File: src/rtl/bin_to_bcd_seq.sv
// Sequential double-dabble binary-to-BCD converter, one bit per clock; done after BIN_W+1 cycles.
// No backpressure: start is honoured only in IDLE, otherwise dropped; the result holds until the next done.
module bin_to_bcd_seq #(
  parameter int BIN_W  = 8,
  parameter int DIGITS = 3
) (
  input  logic                  clk,
  input  logic                  rst_n,
  input  logic                  start,
  input  logic [BIN_W-1:0]      bin,
  output logic                  busy,
  output logic                  done,
  output logic [4*DIGITS-1:0]   bcd,
  output logic                  overflow
);

  localparam int W  = 4 * DIGITS;
  localparam int CW = $clog2(BIN_W + 1);

  typedef enum logic [1:0] {S_IDLE, S_SHIFT, S_DONE} state_t;

  state_t           state_q, state_d;
  logic [BIN_W-1:0] bin_q;
  logic [W-1:0]     work_q;
  logic [CW-1:0]    cnt_q;
  logic             ovf_acc_q;
  logic [W-1:0]     bcd_q;
  logic             ovf_q;

  logic [W-1:0]     adj;
  logic [W-1:0]     work_nx;
  logic             ovf_nx;
  logic             last_step;

  assign last_step = (cnt_q == CW'(1));

  always_ff @(posedge clk or negedge rst_n) begin
    if (!rst_n) begin
      state_q <= S_IDLE;
    end else begin
      state_q <= state_d;
    end
  end

  always_comb begin
    state_d = state_q;
    case (state_q)
      S_IDLE:  if (start) state_d = S_SHIFT;
      S_SHIFT: if (last_step) state_d = S_DONE;
      S_DONE:  state_d = S_IDLE;
      default: state_d = S_IDLE;
    endcase
  end

  always_comb begin
    busy = (state_q == S_SHIFT);
    done = (state_q == S_DONE);
  end

  // Add-3 on every digit >= 5 in parallel, then shift the binary MSB into digit 0.
  always_comb begin
    adj = work_q;
    for (int k = 0; k < DIGITS; k++) begin
      if (work_q[4*k +: 4] >= 4'd5) adj[4*k +: 4] = work_q[4*k +: 4] + 4'd3;
    end
    work_nx = {adj[W-2:0], bin_q[BIN_W-1]};
    ovf_nx  = ovf_acc_q | adj[W-1];
  end

  always_ff @(posedge clk or negedge rst_n) begin
    if (!rst_n) begin
      bin_q     <= '0;
      work_q    <= '0;
      cnt_q     <= '0;
      ovf_acc_q <= 1'b0;
      bcd_q     <= '0;
      ovf_q     <= 1'b0;
    end else if (state_q == S_IDLE) begin
      if (start) begin
        bin_q     <= bin;
        work_q    <= '0;
        ovf_acc_q <= 1'b0;
        cnt_q     <= CW'(BIN_W);
      end
    end else if (state_q == S_SHIFT) begin
      bin_q     <= bin_q << 1;
      work_q    <= work_nx;
      ovf_acc_q <= ovf_nx;
      cnt_q     <= cnt_q - CW'(1);
      // Publish on the final step so bcd/overflow are already valid while done is high.
      if (last_step) begin
        bcd_q <= work_nx;
        ovf_q <= ovf_nx;
      end
    end
  end

  assign bcd      = bcd_q;
  assign overflow = ovf_q;

endmodule

File: config.mk
export PLATFORM = sky130hd
export DESIGN_NAME = bin_to_bcd_seq
export DESIGN_NICKNAME = d
export VERILOG_FILES = /design/src/rtl/bin_to_bcd_seq.sv
export SDC_FILE = /design/constraint.sdc
export NUM_CORES = 1
export LEC_CHECK = 0
export ABC_AREA = 1
export CAP_MARGIN = 40
export CORE_MARGIN = 2
export CORE_UTILIZATION = 45
export CTS_CLUSTER_SIZE = 12
export DETAILED_ROUTE_END_ITERATION = 7
export PLACE_DENSITY = 0.67
export SLEW_MARGIN = 20
export SYNTH_ARGS = -nofsm -noshare
export SYNTH_HDL_FRONTEND = slang
export SYNTH_SLANG_ARGS = --single-unit
File: constraint.sdc
create_clock -name clk -period 1.5 [get_ports clk]
set_input_delay 0.15 -clock clk [delete_from_list [all_inputs] [get_ports clk]]
set_output_delay 0.15 -clock clk [all_outputs]
set_load 0.01 [all_outputs]
==> flow_metrics.tcl, run 1 <==
set metrics [dict create \
    post-route-period-util_pct 90.3 \
    antenna_found_initial 0 \
    cap_violations 0 \
    vias_per_cell 4.92 \
    synth_most_common_cell "nand2_1" \
    gp_congestion 0.825 \
    portBuffers 25 \
    ys_types 24 \
    arrival_ps 1210 \
    rsz0062_at_grt "false" \
    placedCellCount 321 \
    max_stage_delay_ps 550 \
    drc 0 \
    cp_num_buf_inv 1 \
    synth_top_area_share_pct 49.0 \
    cts_root_buffer "clkbuf_8" \
    io_pins 26 \
    yosys_warnings 0 \
    p_leak_uw 0.00126 \
    maxSlewHeadroom_pct 71.4 \
    synth_compound_area_share_pct 7.17 \
    fin_nets 297 \
    clockPowerShare_pct 14.1 \
    clkTransAtPathRegs_ps 70 \
    setup.worst_path.end_class "output pin" \
    hpwlAfterDp_um 2780 \
    timing.rr.start "work_q[8]" \
    outcome "complete, no violations" \
    muxShareOfSynthArea_pct 0 \
    slowest_stage "clkdlybuf4s50_1" \
    fmax_mhz 738 \
    critical_path.startpoint_type "flip-flop" \
    hold_slack_ps 328 \
    synth_top_family_by_area "simple AND/OR/NAND/NOR gates" \
    synth_area_mm2 0.00204 \
    fin_skew_ps 3.77 \
    via_count 1630 \
    finalHoldViolations 0 \
    clk_path_buf_depth 2 \
    pwr-share-comb_pct 49.8 \
    clock_sinks 40 \
    cp_data_required_time_ps 1350 \
    core_area_mm2 0.00435 \
    post_route_cells_drive_above_1_share_pct 11.8 \
    htree_num_levels 2 \
    finalWirelength_um 3970 \
    drtIter0Drc 88 \
    setup_viol 0 \
    dieArea_mm2 0.00509 \
    yosys_register_bits 40 \
    reg2reg_depth 8 \
    synthXorXnorAreaFrac_pct 0.429 \
    grt_max_degree 24 \
    synth_area_per_cell_um2 8.40 \
    synth.area.top_cells "dfrtp_1 49%, nand2_1 15%, nand3_1 6.6%" \
    hp-class "in2async" \
    dpl-instance-area_mm2 0.00235 \
    drtAntennaViolNets 0 \
    finalCriticalPeriod_ps 1360 \
    worst_slew_pin_slew_ps 428 \
    synthCells 243 \
    critical_path.top_delay_family "buffers and inverters" \
    critPathKind "reg2out" \
    ys.flop_type "dfrtp_1" \
    start_util_pct 46.9 \
    switching_share_pct 42.1 \
    n_antenna_cell 0 \
    yosys.area_share.simple_pct 30.0 \
    power-per-cell-area_mw_per_mm2 2120 \
    dieHeight_um 71.4 \
    die_w_um 71.4 \
    synthAdderAreaFrac_pct 4.90 \
    grt_pass1_wl_um 7090 \
    tritoncts "done" \
    synth-edff-count 0 \
    grt_pass1_vias 1591 \
    async_reset_ff_share_pct 100 \
    grt_usage_pct 17.6 \
    rrSetupSlack_ps 170 \
    netlist_top_cells_count "84 x nand2_1, 40 x dfrtp_1, 27 x nand3_1, 25 x inv_1, 17 x o21ai_0" \
    fp-row-count 24 \
    p_switching_uw 2210 \
    avgRoutedWirePerCell_um 12.0 \
    yosysTopAreaCell "dfrtp_1" \
    insertion_delay_ps 290 \
    synth_nets 262 \
    pwr-share-seq_pct 36.0 \
    postLayoutCellArea_mm2 0.00247 \
    path_cells "clkdlybuf4s50_1" \
    grt.overflow.total 0 \
    fin_cells 331 \
    worstPathMaxFanout 2 \
    syn_to_final_growth_pct 20.8 \
    cts_buffers 5 \
    setup-tns-final_ps 0 \
    intPower_uw 3030 \
    reg2reg_to "bcd[10]" \
    vdd_drop_max_mv 0.821 \
    firstDrtPassIters 5 \
    ys_seq_area_share_pct 49.0 \
    drv_slew 0 \
]
## stage by stage
step	utilization (%)	setup WS, ps	total power [uW]
after detailed placement	53.9	84.5	4470
final	56.7	145	5240
after floorplan	-	217	3690
after global routing	56.7	27.9	5750
after CTS	56.2	22.4	5230
after global placement	53.9	139	4430
## layer usage
metal	up-vias	part of all wire, %	routed length, um	global-route usage, %
li1	847	-	-	-
met1	741	50	1970	23.9
met2	35	45	1780	27.5
met3	7	3.9	153	3.80
met4	0	1.9	76	7.55
met5	-	0	0	0
## cell type report
cell class              instances  area, um^2
well taps                      52        65.1
inverters                      29         111
multi-input cells             169         882
fillers                       409        1890
clock buffers                   8        90.1
flip-flops and latches         40        1000
repair buffers                 33         318
## registers in the layout, indices dropped and copies added, names as in the netlist
name	count
ovf_acc_q	1
state_q	2
bin_q	8
cnt_q	4
bcd	12
overflow	1
work_q	12
## placed cells by master (no fill, tap or decap), types with 5 or more instances in the layout
cell type         n
dfrtp_1          40
ha_1              8
nand2_2           5
clkbuf_8          6
buf_4             6
nand2_1          84
nor2_1            8
o22ai_1           5
clkdlybuf4s50_1  22
o21ai_0          16
inv_1            24
nand3_1          25
## how the worst max path moves through the flow
| stage | end | cells after the start | from | slack, ps |
|---|---|---|---|---|
| 6_report | bcd[3] | 1 | bcd[3] | 140 |
| 5_1_grt | work_q[2] | 8 | work_q[0] | 30 |
| 4_1_cts | bcd[10] | 8 | work_q[8] | 20 |
| 3_5_place_dp | bcd[10] | 7 | work_q[8] | 80 |
| 3_3_place_gp | bcd[10] | 7 | work_q[8] | 140 |
| 2_1_floorplan | bcd[10] | 7 | work_q[8] | 220 |
## repair_timing
action | in CTS | in global routing
endpoints found under the hold margin | 17 | 0
hold buffers | 1 | 0
gates resized for setup | 2 | 6
buffers inserted | 0 | 1
endpoints found under the setup margin | 2 | 13
## kinds of logic (layout without fill, tap and decap cells)
| family | Yosys count | in the layout |
|---|---|---|
| buf+inv | 34 | 70 |
| simple gates | 134 | 134 |
| compound gates | 26 | 26 |
| flops | 40 | 40 |
| xor+xnor | 1 | 1 |
| fa+ha+maj | 8 | 8 |
## power groups by stage
stage,clock network [uW],registers (uW),logic (uW)
3_5_place_dp,0,1900,2570
5_1_grt,798,1950,3000
6_report,740,1890,2610
2_1_floorplan,0,1920,1770
3_3_place_gp,0,1890,2540
4_1_cts,762,1880,2580
Note: power is estimated with default switching activity, not from simulation.
==> run 2: changes to the inputs <==
Settings changed: CORE_MARGIN 2 to 4, DONT_BUFFER_PORTS set to 1, PLACE_DENSITY 0.67 to not set.
==> flow_metrics.tcl, run 2 (synthesized netlist as in run 1, its figures left out) <==
set metrics [dict create \
    outcome "complete, no violations" \
    fin_skew_ps 3.43 \
    grt_pass1_wl_um 6760 \
    htree_num_levels 2 \
    dieHeight_um 75.4 \
    cp_num_buf_inv 2 \
    start_util_pct 46.6 \
    hp-class "in2reg" \
    hpwlAfterDp_um 2600 \
    tritoncts "done" \
    syn_to_final_growth_pct 10.7 \
    finalHoldViolations 0 \
    mostFrequentLayoutCells "83 x nand2_1, 40 x dfrtp_1, 25 x inv_1, 25 x nand3_1, 16 x o21ai_0" \
    reg2reg_depth 8 \
    multi_input_area_um2 885 \
    arrival_ps 1220 \
    crit_start "state_q[1]" \
    grt_pass1_vias 1440 \
    core_area_mm2 0.00438 \
    clkTransAtPathRegs_ps 70 \
    setup_viol 0 \
    vias_per_cell 5.06 \
    worstPathMaxFanout 17 \
    setup-tns-final_ps 0 \
    post-route-period-util_pct 91.3 \
    clk_path_buf_depth 2 \
    drtIter0Drc 95 \
    drv_slew 0 \
    critPathKind "reg2out" \
    critical_path_depth 3 \
    fp-row-count 24 \
    worstHoldStart "bin[2]" \
    cts_buffers 5 \
    maxSlewHeadroom_pct 76.1 \
    finalCriticalPeriod_ps 1370 \
    insertion_delay_ps 280 \
    seqCellArea_mm2 0.00100 \
    place_ws_ps 75.9 \
    worst_slack_ps 131 \
    avgRoutedWirePerCell_um 12.6 \
    worst_slew_pin_slew_ps 358 \
    hold_end "bin_q[2]" \
    cap_violations 0 \
    drtAntennaViolNets 0 \
    final_common_cell "nand2_1" \
    rsz0062_at_grt "false" \
    power-per-cell-area_mw_per_mm2 2140 \
    firstDrtPassIters 5 \
    cp_common_cell "inv_2" \
    die_w_um 75.4 \
    holdPathStages 2 \
    nFillCells 425 \
    via_count 1554 \
    vdd_drop_max_mv 0.908 \
    drc 0 \
    cp_data_required_time_ps 1350 \
    setup.worst_path.end_class "output pin" \
    hold_slack_ps 49.6 \
    cts_root_buffer "clkbuf_8" \
    critical_path.startpoint_type "flip-flop" \
    reg2reg_to "work_q[2]" \
    critical_path.top_delay_family "buffers and inverters" \
    dieArea_mm2 0.00568 \
    fin_nets 273 \
    timing.rr.start "work_q[0]" \
    finalWirelength_um 3860 \
    final_core_util_pct 51.5 \
    slowest_stage "dfrtp_1" \
    p_leak_uw 0.00116 \
    io_pins 26 \
    antenna_found_initial 0 \
    fmax_mhz 731 \
    grt.overflow.total 0 \
    grt_max_degree 41 \
    n_antenna_cell 0 \
    post_route_cells_drive_above_1_share_pct 11.0 \
    rrSetupSlack_ps 170 \
    clock_sinks 40 \
    path_cells "inv_2 > nand2_4 > inv_2" \
    max_stage_delay_ps 400 \
    p_total_uw 4840 \
    portBuffers 0 \
    gp_congestion 0.758 \
    grt_usage_pct 15.8 \
]
-- run 2: cell types whose count changed in the layout (fill, tap and decap cells not counted), moves of 2 or more --
cell,previous run,this run
dlygate4sd3_1,1,6
buf_4,6,1
dlygate4sd2_1,2,0
clkdlybuf4s50_1,22,0
-- run 2: worst max path at each step --
stage                     slack (ps)        end
final                            130       busy
after floorplan                  220    bcd[10]
after global placement            90     bcd[9]
after global routing              20  work_q[2]
after CTS                         50  work_q[9]
after detailed placement          80  work_q[9]
-- run 2: final cells by class --
cell class                      instances  area share (%)
Tap cell                               52            2.88
Sequential cell                        40            44.3
Timing Repair Buffer                    9            4.76
Clock buffer                            8            3.99
Inverter                               29            4.93
Multi-Input combinational cell        169            39.1
-- run 2: timing repair --
| item | CTS | global route |
|---|---|---|
| setup buffers | 0 | 1 |
| setup endpoints to repair | 0 | 11 |
| hold buffers | 7 | 0 |
| resized for setup | 0 | 6 |
| endpoints found under the hold margin | 45 | 0 |
-- run 2: worst reg2reg max path, stage by stage, from the launching register on --
cell,delay [ps]
dfrtp_1,410
inv_1,100
ha_1,200
inv_1,80
nand2_2,80
nand3_2,130
nand2_1,80
nand3_1,60
o21ai_0,80
-- run 2: power breakdown --
group          switching, uW  internal, uW  leakage, uW  total, uW
clock network            347           375    0.0000455        722
logic                   1360           774     0.000610       2130
registers                417          1570     0.000507       1990
total                   2120          2720      0.00116       4840
-- run 2: routing by layer --
layer / vias to the layer above / routed length [um] / GRT usage [%]
met1: 711 / 1950 / 22.5
met3: 5 / 208 / 4.35
met5: - / 0 / 0
met2: 41 / 1640 / 22.8
li1: 797 / - / -
met4: 0 / 67 / 5.83
-- run 2: per-stage QoR --
step | area, um^2 | std cells
floorplan | 2040 | 243
global placement | 2070 | 291
detailed placement | 2070 | 291
CTS | 2240 | 306
global route | 2260 | 307
finish | 2260 | 307
==> run 3: changes to the inputs <==
Settings changed: CORE_MARGIN 4 to 3.
==> flow_metrics.tcl, run 3 (synthesized netlist as in run 1, its figures left out) <==
set metrics [dict create \
    outcome "complete, no violations" \
    power-per-cell-area_mw_per_mm2 2160 \
    insertion_delay_ps 290 \
    path_cells "inv_2 > nand2_4 > inv_2" \
    grt_pass1_vias 1464 \
    dpl-instance-area_mm2 0.00206 \
    critical_path_depth 3 \
    fin_skew_ps 1.97 \
    rrSetupSlack_ps 160 \
    hpwlAfterDp_um 2600 \
    vias_per_cell 5.04 \
    cp_num_buf_inv 2 \
    rsz0062_at_grt "false" \
    start_util_pct 48.9 \
    worstPathMaxFanout 17 \
    post-route-period-util_pct 91.7 \
    top_layer "met4" \
    antenna_found_initial 0 \
    cp_data_required_time_ps 1350 \
    drt-met1-wl_um 1920 \
    syn_to_final_growth_pct 11.8 \
    finalWirelength_um 3910 \
    post_route_cells_drive_above_1_share_pct 12.5 \
    met2_length_um 1760 \
    final_common_cell "nand2_1" \
    maxSlewHeadroom_pct 76.4 \
    critical_path.startpoint_type "flip-flop" \
    setup_viol 0 \
    cap_violations 0 \
    critPathKind "reg2out" \
    slowest_stage "dfrtp_1" \
    mostFrequentLayoutCells "83 x nand2_1, 40 x dfrtp_1, 25 x inv_1, 25 x nand3_1, 16 x o21ai_0" \
    arrival_ps 1230 \
    dieHeight_um 73.4 \
    finalHoldViolations 0 \
    nFillCells 401 \
    grt_max_degree 41 \
    gp_congestion 0.782 \
    clk_path_buf_depth 2 \
    fin_nets 275 \
    fmax_mhz 727 \
    postLayoutCellArea_mm2 0.00228 \
    tritoncts "done" \
    reg2reg_depth 8 \
    grt_pass1_wl_um 6510 \
    drtAntennaViolNets 0 \
    setup-tns-final_ps 0 \
    vdd_drop_max_mv 1.04 \
    worst_slew_pin_slew_ps 353 \
    drtIter0Drc 80 \
    grt_usage_pct 15.8 \
    cts_buffers 5 \
    cp_common_cell "inv_2" \
    cts_root_buffer "clkbuf_8" \
    wl_met3_um 186 \
    die_w_um 73.4 \
    setup.worst_path.end_class "output pin" \
    drc 0 \
    clock_sinks 40 \
    portBuffers 0 \
    max_stage_delay_ps 400 \
    grt.overflow.total 0 \
    holdPathStages 2 \
    hp-class "in2reg" \
    critical_path.top_delay_family "buffers and inverters" \
    core_area_mm2 0.00417 \
    finalCriticalPeriod_ps 1380 \
    avgRoutedWirePerCell_um 12.7 \
    htree_num_levels 2 \
    clkTransAtPathRegs_ps 70 \
    fp-row-count 23 \
    firstDrtPassIters 4 \
    n_antenna_cell 0 \
    via_count 1548 \
    p_leak_uw 0.00118 \
    drv_slew 0 \
    dieArea_mm2 0.00538 \
    io_pins 26 \
]
## run 3: worst reg2reg max path, stage by stage, from the launching register on
cell	delay, ps
dfrtp_1	410
inv_1	100
ha_1	210
inv_1	50
nand2_1	110
nand3_2	120
nand2_1	70
nand3_1	70
o21ai_0	80
## run 3: timing repair
action                                 4_1_cts  5_1_grt
setup buffers                                0        3
setup endpoints to repair                    0       13
endpoints found under the hold margin       45        0
hold buffers                                 7        0
resized for setup                            0        7
## run 3: per-layer routing
| layer | global-route usage [%] | vias to the layer above |
|---|---|---|
| met5 | 0 | - |
| met2 | 24.6 | 29 |
| met3 | 5.06 | 7 |
| met4 | 4.83 | 0 |
| li1 | - | 801 |
| met1 | 20.9 | 711 |
## run 3: power breakdown
part / internal, uW / total [uW] / switching, uW
sequential: 1570 / 1980 / 408
clock: 367 / 734 / 367
combinational: 811 / 2210 / 1400
## run 3: per-stage QoR
stage	total power, uW	setup slack, ps	std cells	hold WS (ps)	util (%)
after global placement	4030	47.3	289	-145	49.4
after CTS	4860	8.94	304	36.0	53.6
after detailed placement	4060	48.4	289	-144	49.4
after global routing	5410	16.0	307	39.2	54.7
final	4920	124	307	40.2	54.7
after floorplan	3690	217	243	-146	-
## run 3: final timing paths
check / startpoint / to
min: bin[2] / bin_q[2]
min reg2reg: bin_q[1] / bin_q[1]
min in group asynchronous: rst_n / bcd[4]
max in group asynchronous: rst_n / bcd[3]
max reg2reg: work_q[4] / work_q[5]
max: state_q[1] / busy
## run 3: final cells by class
cell class                      count  area [um^2]  area share [%]
Timing Repair Buffer               11          123            5.37
Clock inverter                      2         10.0           0.439
Sequential cell                    40         1000            43.9
Multi-Input combinational cell    169          892            39.1
Tap cell                           50         62.6            2.74
Inverter                           29          111            4.88
Clock buffer                        6         82.6            3.62
